## src/rtl/bit_serial_adder_pkg.sv

```systemverilog
// Shared definitions for the bit-serial adder.
//   state_t        : FSM state encoding (IDLE=00, RUN=01, DONE=10; 11 is illegal)
//   count_bits()   : width of the bit counter for a given operand width
package bit_serial_adder_pkg;

   typedef enum logic [1:0] {
      ST_IDLE = 2'b00,
      ST_RUN  = 2'b01,
      ST_DONE = 2'b10
   } state_t;

   // The counter only has to reach WIDTH-1, so $clog2(WIDTH) bits suffice.
   // The floor of 1 keeps the vector legal for the smallest widths.
   function automatic int count_bits(input int width);
      return (width < 2) ? 1 : $clog2(width);
   endfunction

endpackage

```

## src/rtl/bit_serial_adder_badd.sv

```systemverilog
// bAdd: single-bit full adder used as the arithmetic core of the serial adder.
// Ports:
//   a, b   : operand bits
//   c_in   : carry in
//   sum    : a ^ b ^ c_in
//   c_out  : majority(a, b, c_in)
module bAdd (
   input  logic a,
   input  logic b,
   input  logic c_in,
   output logic sum,
   output logic c_out
);

   assign sum   = a ^ b ^ c_in;
   assign c_out = (a & b) | (c_in & (a ^ b));

endmodule

```

## src/rtl/bit_serial_adder.sv

```systemverilog
// bit_serial_adder: WIDTH-bit adder that processes one bit per clock through a
// single full-adder cell. Operands are shifted in LSB-first, the carry is held
// in a flip-flop between bits, and sum bits collect in a shift register until
// the last bit, when the full result is transferred to the output registers.
// Ports:
//   clk    : clock, rising edge
//   rst    : synchronous active-high reset
//   start  : request; accepted in IDLE or DONE, ignored while busy
//   a, b   : operands, sampled on an accepted start
//   c_in   : carry in, sampled on an accepted start
//   busy   : high while in RUN
//   done   : single-cycle pulse in DONE; sum/c_out valid from then on
//   sum    : registered result, held until the next completion or reset
//   c_out  : registered final carry, held like sum
module bit_serial_adder
   import bit_serial_adder_pkg::*;
#(
   parameter int WIDTH = 8
) (
   input  logic             clk,
   input  logic             rst,
   input  logic             start,
   input  logic [WIDTH-1:0] a,
   input  logic [WIDTH-1:0] b,
   input  logic             c_in,
   output logic             busy,
   output logic             done,
   output logic [WIDTH-1:0] sum,
   output logic             c_out
);

   localparam int CW = count_bits(WIDTH);
   localparam logic [CW-1:0] LAST_BIT = CW'(WIDTH - 1);

   state_t              state_reg, state_next;
   logic [WIDTH-1:0]    sa_reg, sa_next;
   logic [WIDTH-1:0]    sb_reg, sb_next;
   logic                carry_reg, carry_next;
   logic [CW-1:0]       count_reg, count_next;
   // Only WIDTH-1 bits need storing: the final sum bit goes straight to the
   // output register on the completing edge.
   logic [WIDTH-2:0]    shift_reg, shift_next;
   logic [WIDTH-1:0]    sum_reg, sum_next;
   logic                c_out_reg, c_out_next;

   logic                fa_sum;
   logic                fa_c_out;
   logic [WIDTH-1:0]    result_word;

   bAdd u_fa (
      .a     (sa_reg[0]),
      .b     (sb_reg[0]),
      .c_in  (carry_reg),
      .sum   (fa_sum),
      .c_out (fa_c_out)
   );

   // Current sum bit entering at the MSB of the collected bits. Its top
   // WIDTH-1 bits are the next shift register contents; on the last bit the
   // whole word is the finished result.
   assign result_word = {fa_sum, shift_reg};

   always_comb begin
      state_next = state_reg;
      sa_next    = sa_reg;
      sb_next    = sb_reg;
      carry_next = carry_reg;
      count_next = count_reg;
      shift_next = shift_reg;
      sum_next   = sum_reg;
      c_out_next = c_out_reg;

      case (state_reg)
         ST_IDLE, ST_DONE: begin
            if (start) begin
               sa_next    = a;
               sb_next    = b;
               carry_next = c_in;
               count_next = '0;
               state_next = ST_RUN;
            end else begin
               state_next = ST_IDLE;
            end
         end

         ST_RUN: begin
            sa_next    = sa_reg >> 1;
            sb_next    = sb_reg >> 1;
            carry_next = fa_c_out;
            shift_next = result_word[WIDTH-1:1];
            if (count_reg == LAST_BIT) begin
               // Last bit: publish the complete result and carry together.
               sum_next   = result_word;
               c_out_next = fa_c_out;
               state_next = ST_DONE;
            end else begin
               count_next = count_reg + 1'b1;
            end
         end

         default: begin
            // Unreachable encoding; return to a known state.
            state_next = ST_IDLE;
         end
      endcase
   end

   always_ff @(posedge clk) begin
      if (rst) begin
         state_reg <= ST_IDLE;
         sa_reg    <= '0;
         sb_reg    <= '0;
         carry_reg <= 1'b0;
         count_reg <= '0;
         shift_reg <= '0;
         sum_reg   <= '0;
         c_out_reg <= 1'b0;
      end else begin
         state_reg <= state_next;
         sa_reg    <= sa_next;
         sb_reg    <= sb_next;
         carry_reg <= carry_next;
         count_reg <= count_next;
         shift_reg <= shift_next;
         sum_reg   <= sum_next;
         c_out_reg <= c_out_next;
      end
   end

   assign busy  = (state_reg == ST_RUN);
   assign done  = (state_reg == ST_DONE);
   assign sum   = sum_reg;
   assign c_out = c_out_reg;

endmodule

```

## config.mk

```make
export PLATFORM = sky130hd
export DESIGN_NAME = bit_serial_adder
export DESIGN_NICKNAME = d
export VERILOG_FILES = /design/src/rtl/bit_serial_adder_pkg.sv /design/src/rtl/bit_serial_adder_badd.sv /design/src/rtl/bit_serial_adder.sv
export SDC_FILE = /design/constraint.sdc
export NUM_CORES = 1
export LEC_CHECK = 0
export BUFFER_PORTS_ARGS = -buffer_cell sky130_fd_sc_hd__buf_2
export CORE_ASPECT_RATIO = 1.1
export CORE_MARGIN = 3
export CORE_UTILIZATION = 30
export DETAILED_ROUTE_END_ITERATION = 10
export PLACE_DENSITY_LB_ADDON = 0.1
export SYNTH_ARGS = -nofsm -noshare
export SYNTH_HDL_FRONTEND = slang
export SYNTH_SLANG_ARGS = --single-unit
```

## constraint.sdc

```tcl
create_clock -name clk -period 1.4 [get_ports clk]
set_input_delay 0.14 -clock clk [delete_from_list [all_inputs] [get_ports clk]]
set_output_delay 0.14 -clock clk [all_outputs]
set_load 0.005 [all_outputs]
```

; Word level (Yosys, flattened, before mapping)
; Cells that the tools add are included.
[op_classes]
n_reduce_logical = 6
n_addsub = 1
mux = 12
bitwise_logic = 5
eq_ne = 6
[ops]
columns = op, count
row1 = case mux 8 bit (2 select lines), 2
row2 = two-way mux 8 bit, 2
row3 = two-way mux 3 bit, 2
row4 = case mux 3 bit (2 select lines), 1
row5 = "inequality test 2 bit, second input constant", 2
row6 = case mux 2 bit (2 select lines), 1
row7 = AND reduction 2 bit, 2
row8 = "adder 3 x 1 -> 3 bit, second input constant", 1
row9 = "equality test 3 bit, second input constant", 1
row10 = AND reduction 3 bit, 1
row11 = AND 1 bit, 2
row12 = "equality test 2 x 1 -> 1 bit, second input constant", 1
row13 = "equality test 2 bit, second input constant", 1
row14 = logical NOT 2 bit, 1
row15 = two-way mux 1 bit, 2
row16 = two-way mux 2 bit, 1
row17 = "inequality test 2 x 1 -> 1 bit, second input constant", 1
row18 = case mux 1 bit (2 select lines), 1
row19 = nonzero test 2 bit, 1
row20 = OR reduction 2 bit, 1
row21 = XOR 1 bit, 2
row22 = bitwise OR 1 bit, 1
[word_totals]
out_inout_bits = 11
elab_cells = 38
ff_bits = 38

; Longest topological paths before layout
; Gate-level depths: netlist of the first run.
[depth]
ltp_word = 4
mapped_depth = 6
mapped_depth_nobuf = 5

; Cells and area by module
; Synthesis of the first run repeated with hierarchy kept, for this count alone.
[hier_totals]
cells_unflattened = 188
hier_area_um2 = 1516.5
[modules_own_cells]
columns = mod, n_inst, seq_area_each_um2, cells_each, area_per_inst_um2
row1 = bit_serial_adder, 1, 760.7, 187, 1496.4
row2 = bAdd, 1, 0.0, 1, 20.0

; Worst setup path after synthesis of the first run
; OpenSTA, ideal clock, no wires.
[synth_path]
path_type = reg2reg
start = reg count_reg[0]
end = reg count_reg[1]
setup_ns = 0.132
slack_ns = 0.052
path_stages_with_launch = 6
period_less_slack_ns = 1.348
required_ns = 1.268
t_arrival_ns = 1.216
path_cell_list = dfxtp_1 ha_1 ha_1 or3b_1 nand3_1 a21oi_1
[synth_between]
elab_chain_cells = 3
[synth_rtl]
columns = element, line_no
row1 = from (decl), bit_serial_adder.sv:39  ; logic [CW-1:0] count_reg, count_next;
row2 = from (signal assigned), bit_serial_adder.sv:123  ; count_reg <= count_next;
row3 = adder 3 x 1 -> 3 bit or equality test 3 bit (tied branches), "bit_serial_adder.sv:97, bit_serial_adder.sv:91"
row4 = two-way mux 3 bit or inequality test 2 bit (tied branches), n/a
row5 = case mux 3 bit (2 select lines) or AND reduction 3 bit (tied branches), n/a
; Parallel ways exist; a longest one is shown, timed or not. The select of a mux whose other input is x is not followed.
; A chain may end at the register's enable or synchronous reset.

; Final worst setup path of the first run
; Same ends and word-level chain as after synthesis.

==> run metrics, run 1 <==
status finished, final reports clean; mux contribution to synthesized area 0; post-synthesis cell count about 190; H-tree levels 2; clock tree root buffer cell clkbuf_8; clock latency on the worst-skew pair between 0.2 and 0.3 ns; CTS tree yes; Synth top cells by count nand2_1, dfxtp_1, a21oi_1; final core occ 0.410; Int Pwr around 1.6 mW; count of buffers from port buffering 30; most area-consuming cells after synthesis dfxtp_1, nand2_1, a311oi_1; PD cells about 1100 nW/µm²; area share of and/or/nand/nor cells after synthesis 0.263; Hold Fails Final Rpt 0; CTS clk-pin slew, worst paths around 0.070 ns; first-pass GRT wire length 5760 µm; CP Capture Point count_reg[1]; Compound-Gate Fraction of Synth Area 0.159; Fmax roughly 730 MHz; CTS max path bufs 2; die area around 6000 µm²; maximum fanout along the worst path 4; # nets final approximately 250; CTS sink cnt 38; arrival time worst endpoint ~1.5 ns; top-area cell type share of the netlist area 0.502; average size of a mapped cell 8.07 µm²; reg2reg path depth 5; Tcrit/Tclk final 0.978; post-synthesis xor/xnor area fraction 0; Placeable Area 4750 µm²; count leader, synth nand2_1; clock power share 0.338; vias in the first global route approximately 1300; Post-synth EDFFs 0; antenna violations before repair 0; Starting Density 0.319; PnR worst setup slack slightly above 0.03 ns; share of layout cells above drive strength 1 0.270; Boundary Pins 31; logic gate share of total power 0.123; largest family of logic cells by synthesized area simple AND/OR/NAND/NOR gates; Synth Warn # 0; n_diodes 0; Final setup viols 0; syn nets approximately 210; TritonCTS Buffers 5; Tightest Pin Transition ~0.27 ns; fraction of power consumed by sequential logic 0.539; Area growth syn-to-layout 28.3%; RSZ-0062 raised after global routing no; Clock Skew approximately 0.0057 ns; max-slew violation count 0; pre-CTS setup slack -0.0488 ns; Rel. slew slack 0.819; routed vias between 1000 and 1500; row count 26; Pre-Repair DR Iteration Count 4; gpl congestion 0.703; Die Y ~80 µm; synthesized flop and latch total 38; WHS 0.0918 ns; antenna-violating nets left 0; hold crit path type in -> reg; RR Endpoint count_reg[1]; min Tclk post-route 1.37 ns; CP Capture Type register; Critical Path RT about 1.6 ns; peak supply drop around 0.36 mV; Post-synth ARST share 0; cell taking the most area after synthesis dfxtp_1; Wirelength per Cell approximately 13 µm; Seq/Total Area, Yosys 0.502; die width approximately 74 µm; Overflow after GRT 0; DRC 0; gr usage total 0.125; DRT iter0 DRCs 42; switching pwr 0.540 mW; Cell Area, Synth 1520 µm²; Critical path origin count_reg[0]; Worst R2R Start count_reg[0]; drt via density between 4 and 5; Synth Flop Type dfxtp_1; sw frac 0.248; maxcap violations 0; CP startpoint kind register; largest net degree at the start of global routing 39; dpl hpwl about 2400 µm; flop2flop setup slack between 0.03 and 0.04 ns; Leak a little under 0.8 nW; # hold bufs at CTS 0; critical path type reg -> reg; post-synthesis adder-cell area fraction 0.0297; final WL 3480 µm; post-synth cell types 18
==> per-layer routing <==
layer / vias up / part of all wire / global-route usage
met5: - / 0 / 0
met4: 0 / 0.0057 / 0.0489
met3: 2 / 0.051 / 0.0463
met2: 31 / 0.50 / 0.209
met1: 636 / 0.44 / 0.141
li1: 706 / - / -
==> worst min-delay path by stage <==
stage | start | end | slack, ns | cells after the start
floorplan | a[7] | sa_reg[7] | 0.28 | 2
global placement | b[7] | sb_reg[7] | 0.38 | 3
detailed placement | b[7] | sb_reg[7] | 0.40 | 3
CTS | b[7] | sb_reg[7] | 0.08 | 3
global route | a[7] | sa_reg[7] | 0.09 | 3
finish | b[7] | sb_reg[7] | 0.09 | 3
==> repair_timing <==
action,CTS,global route
setup buffers,0,1
gates resized for setup,7,10
setup endpoints to repair,4,13
gates cloned,0,0
pin swaps,0,1
==> area by class of cell <==
class | instances | area, µm²
Multi-Input combinational cell | 135 | 741
Timing Repair Buffer | 42 | 278
Clock buffer | 6 | 82.6
Inverter | 1 | 3.75
Sequential cell | 38 | 771
Tap cell | 56 | 70.1
Fill cell | 496 | 2800
==> through the flow <==
stage	cell area (µm²)	setup TNS, ns	instances	power, mW
global placement	1790	0	271	1.44
finish	1950	0	278	2.17
floorplan	1520	0	188	1.36
CTS	1900	-0.00151	277	2.20
global route	1950	0	278	2.29
detailed placement	1790	-0.124	271	1.45
==> critical path, stage by stage (launching register included) <==
cell	delay [ns]
dfxtp_2	0.34
ha_4	0.16
ha_4	0.16
or3b_4	0.43
nand3_2	0.10
a21oi_1	0.07
==> layout by cell type (no fill, tap or decap) <==
cell	Yosys	layout
buf_4	1	9
dfxtp_1	38	34
a21oi_1	22	22
buf_2	8	30
nand3_2	0	3
nand3_1	14	11
ha_4	0	2
fa_1	1	1
buf_12	0	3
nand2_1	57	57
or3b_4	0	1
nand2b_1	3	2
nand3b_1	1	1
dfxtp_2	0	2
dfxtp_4	0	2
nor2_1	16	16
nand2b_4	0	1
nor2b_1	2	2
nor3b_2	0	1
a311oi_1	15	15
clkinv_1	1	1
clkbuf_8	0	6
==> power groups by stage <==
stage	registers, mW	logic, mW	clock network [mW]
after floorplan	1.19	0.169	0
after global placement	1.19	0.249	0
after detailed placement	1.19	0.258	0
after CTS	1.17	0.265	0.765
after global routing	1.18	0.300	0.807
final	1.17	0.267	0.735
==> cells by family after synthesis <==
group	after synthesis
adders and majority gates	3
AOI/OAI and AO/OA	37
DFF	38
and+or+nand+nor	95
buffers and inverters	15
Note: power is estimated with default switching activity, not from simulation.
==> run 2: changes to the inputs <==
--- a/config.mk
+++ b/config.mk
@@ -8,8 +8,9 @@
 export BUFFER_PORTS_ARGS = -buffer_cell sky130_fd_sc_hd__buf_2
 export CORE_ASPECT_RATIO = 1.1
 export CORE_MARGIN = 3
-export CORE_UTILIZATION = 30
+export CORE_UTILIZATION = 45
 export DETAILED_ROUTE_END_ITERATION = 10
+export HOLD_SLACK_MARGIN = 0.08
 export PLACE_DENSITY_LB_ADDON = 0.1
 export SYNTH_ARGS = -nofsm -noshare
 export SYNTH_HDL_FRONTEND = slang
==> run metrics, run 2 (synthesis gave the netlist of run 1 again) <==
max-slew violation count 0 (unchanged); min Tclk post-route 1.35 ns (-0.0224 ns); # nets final 260 (+5.7%); gr usage total 0.185 (+0.0603); Rel. slew slack 0.853 (+0.0340); Overflow after GRT 0 (unchanged); WHS 0.186 ns (+0.0945 ns); first-pass GRT wire length 5580 µm (-3.2%); dpl hpwl 2200 µm (-7.3%); most frequent cells in the layout nand2_1, dfxtp_1, buf_2; die area 4100 µm² (-31%); H-tree levels 2 (unchanged); Area growth syn-to-layout 35.0%; CP startpoint kind register; clock tree root buffer cell clkbuf_4; CP max stage delay 0.41 ns (-0.02 ns); Final setup viols 0 (unchanged); CTS max path bufs 2 (unchanged); DRT iter0 DRCs 65 (+55%); hold crit path type in -> reg; clock power share 0.321 (-0.017); antenna-violating nets left 0 (unchanged); reg2reg path depth 5 (unchanged); CP Capture Type register; largest net degree at the start of global routing 39 (unchanged); critical path type reg -> reg; Wirelength per Cell 12.1 µm (-3.3%); Tcrit/Tclk final 0.962 (-0.0160); Fmax 742 MHz (+1.7%); Leak 0.824 nW (+6.8%); depth of the worst hold-timing path 3 (unchanged); Tot Pwr 2.16 mW (-0.58%); vias in the first global route 1353 (+2.0%); most used cell, CP ha_4; Hold Fails Final Rpt 0 (unchanged); slowest CP cell or3b_4; clock latency on the worst-skew pair 0.35 ns (+0.07 ns); Tightest Pin Transition 0.219 ns (-0.0513 ns); Placeable Area 3130 µm² (-34%); CTS sink cnt 38 (unchanged); status finished, final reports clean; final WL 3300 µm (-5.4%); Boundary Pins 31 (unchanged); peak supply drop 0.841 mV (+130%); CTS tree yes; drt via density 5.26 (+6.3%); DRC 0 (unchanged); row count 21 (-19%); switching pwr 0.538 mW (-0.30%); Pre-Repair DR Iteration Count 4 (unchanged); routed vias 1430 (+4.0%); CTS clk-pin slew, worst paths 0.11 ns (+0.04 ns); gpl congestion 0.746 (+6.0%); final core occ 0.655 (+0.245); Clock Skew 0.00508 ns (-0.000637 ns); RSZ-0062 raised after global routing no; antenna violations before repair 0 (unchanged); PD cells 1060 nW/µm² (-5.5%); TritonCTS Buffers 5 (unchanged); n_diodes 0 (unchanged); Die Y 66.9 µm (-17%); die width 61.4 µm (-17%); share of layout cells above drive strength 1 0.248 (-0.0224); logic gate share of total power 0.137 (+0.014); arrival time worst endpoint 1.59 ns (+0.05 ns); Int Pwr 1.62 mW (-0.68%); sw frac 0.249 (+0.000721); cells along the critical path ha_4 > ha_4 > or3b_4 > nand3_1 > a21oi_1; fraction of power consumed by sequential logic 0.542 (+0.003); count of buffers from port buffering 30 (unchanged); Critical Path RT 1.64 ns (+0.07 ns); commonest non-fill, non-tap cell in the layout nand2_1; Starting Density 0.485 (+0.166); maxcap violations 0 (unchanged); maximum fanout along the worst path 4 (unchanged)
## run 2: timing repair
| action | 4_1_cts | 5_1_grt |
|---|---|---|
| endpoints found under the hold margin | 17 | 0 |
| setup buffers | 1 | 1 |
| pin swaps | 2 | 1 |
| resized for setup | 10 | 7 |
| setup endpoints to repair | 5 | 15 |
| hold buffers | 17 | 0 |
## run 2: layout make-up
class	instances	area, µm²
fillers	278	1080
flip-flops and latches	38	768
multi-input cells	135	736
repair buffers	56	413
clock buffers	8	78.8
well taps	34	42.5
inverters	1	8.76
## run 2: path summary, 6_finish.rpt
check	startpoint	end	slack (ns)
worst min register to register	sum[4]	sum[4]	0.46
worst max register to register	count_reg[0]	count_reg[0]	0.05
worst min-delay path	rst	state_reg[0]	0.19
worst max-delay path	count_reg[0]	count_reg[0]	0.05
## run 2: stage by stage
step | instances | setup WS [ns] | instance area (µm²) | setup TNS [ns]
3_5_place_dp | 245 | -0.0813 | 1720 | -0.203
2_1_floorplan | 188 | 0.0519 | 1520 | 0
3_3_place_gp | 245 | 0.0265 | 1720 | 0
5_1_grt | 272 | 0.0184 | 2050 | 0
6_report | 272 | 0.0527 | 2050 | 0
4_1_cts | 271 | 0.000472 | 2000 | 0
## run 2: power by group through the flow
stage / sequential, mW / clock (mW) / combinational, mW
after global routing: 1.18 / 0.770 / 0.332
after detailed placement: 1.20 / 0 / 0.250
after CTS: 1.17 / 0.716 / 0.295
after floorplan: 1.19 / 0 / 0.169
final: 1.17 / 0.693 / 0.295
after global placement: 1.19 / 0 / 0.239
## run 2: critical path: cells and delay by family, from the launching register on
kind            cells  cell delay [ns]
fa+ha+maj           2             0.32
simple gates        2             0.51
compound gates      1             0.06
flops               1             0.35
## run 2: per-layer routing
metal / GRT usage / up-vias / share of wire
met3: 0.0640 / 7 / 0.050
li1: - / 739 / -
met4: 0.0716 / 0 / 0.017
met5: 0 / - / 0
met1: 0.192 / 650 / 0.42
met2: 0.332 / 34 / 0.51
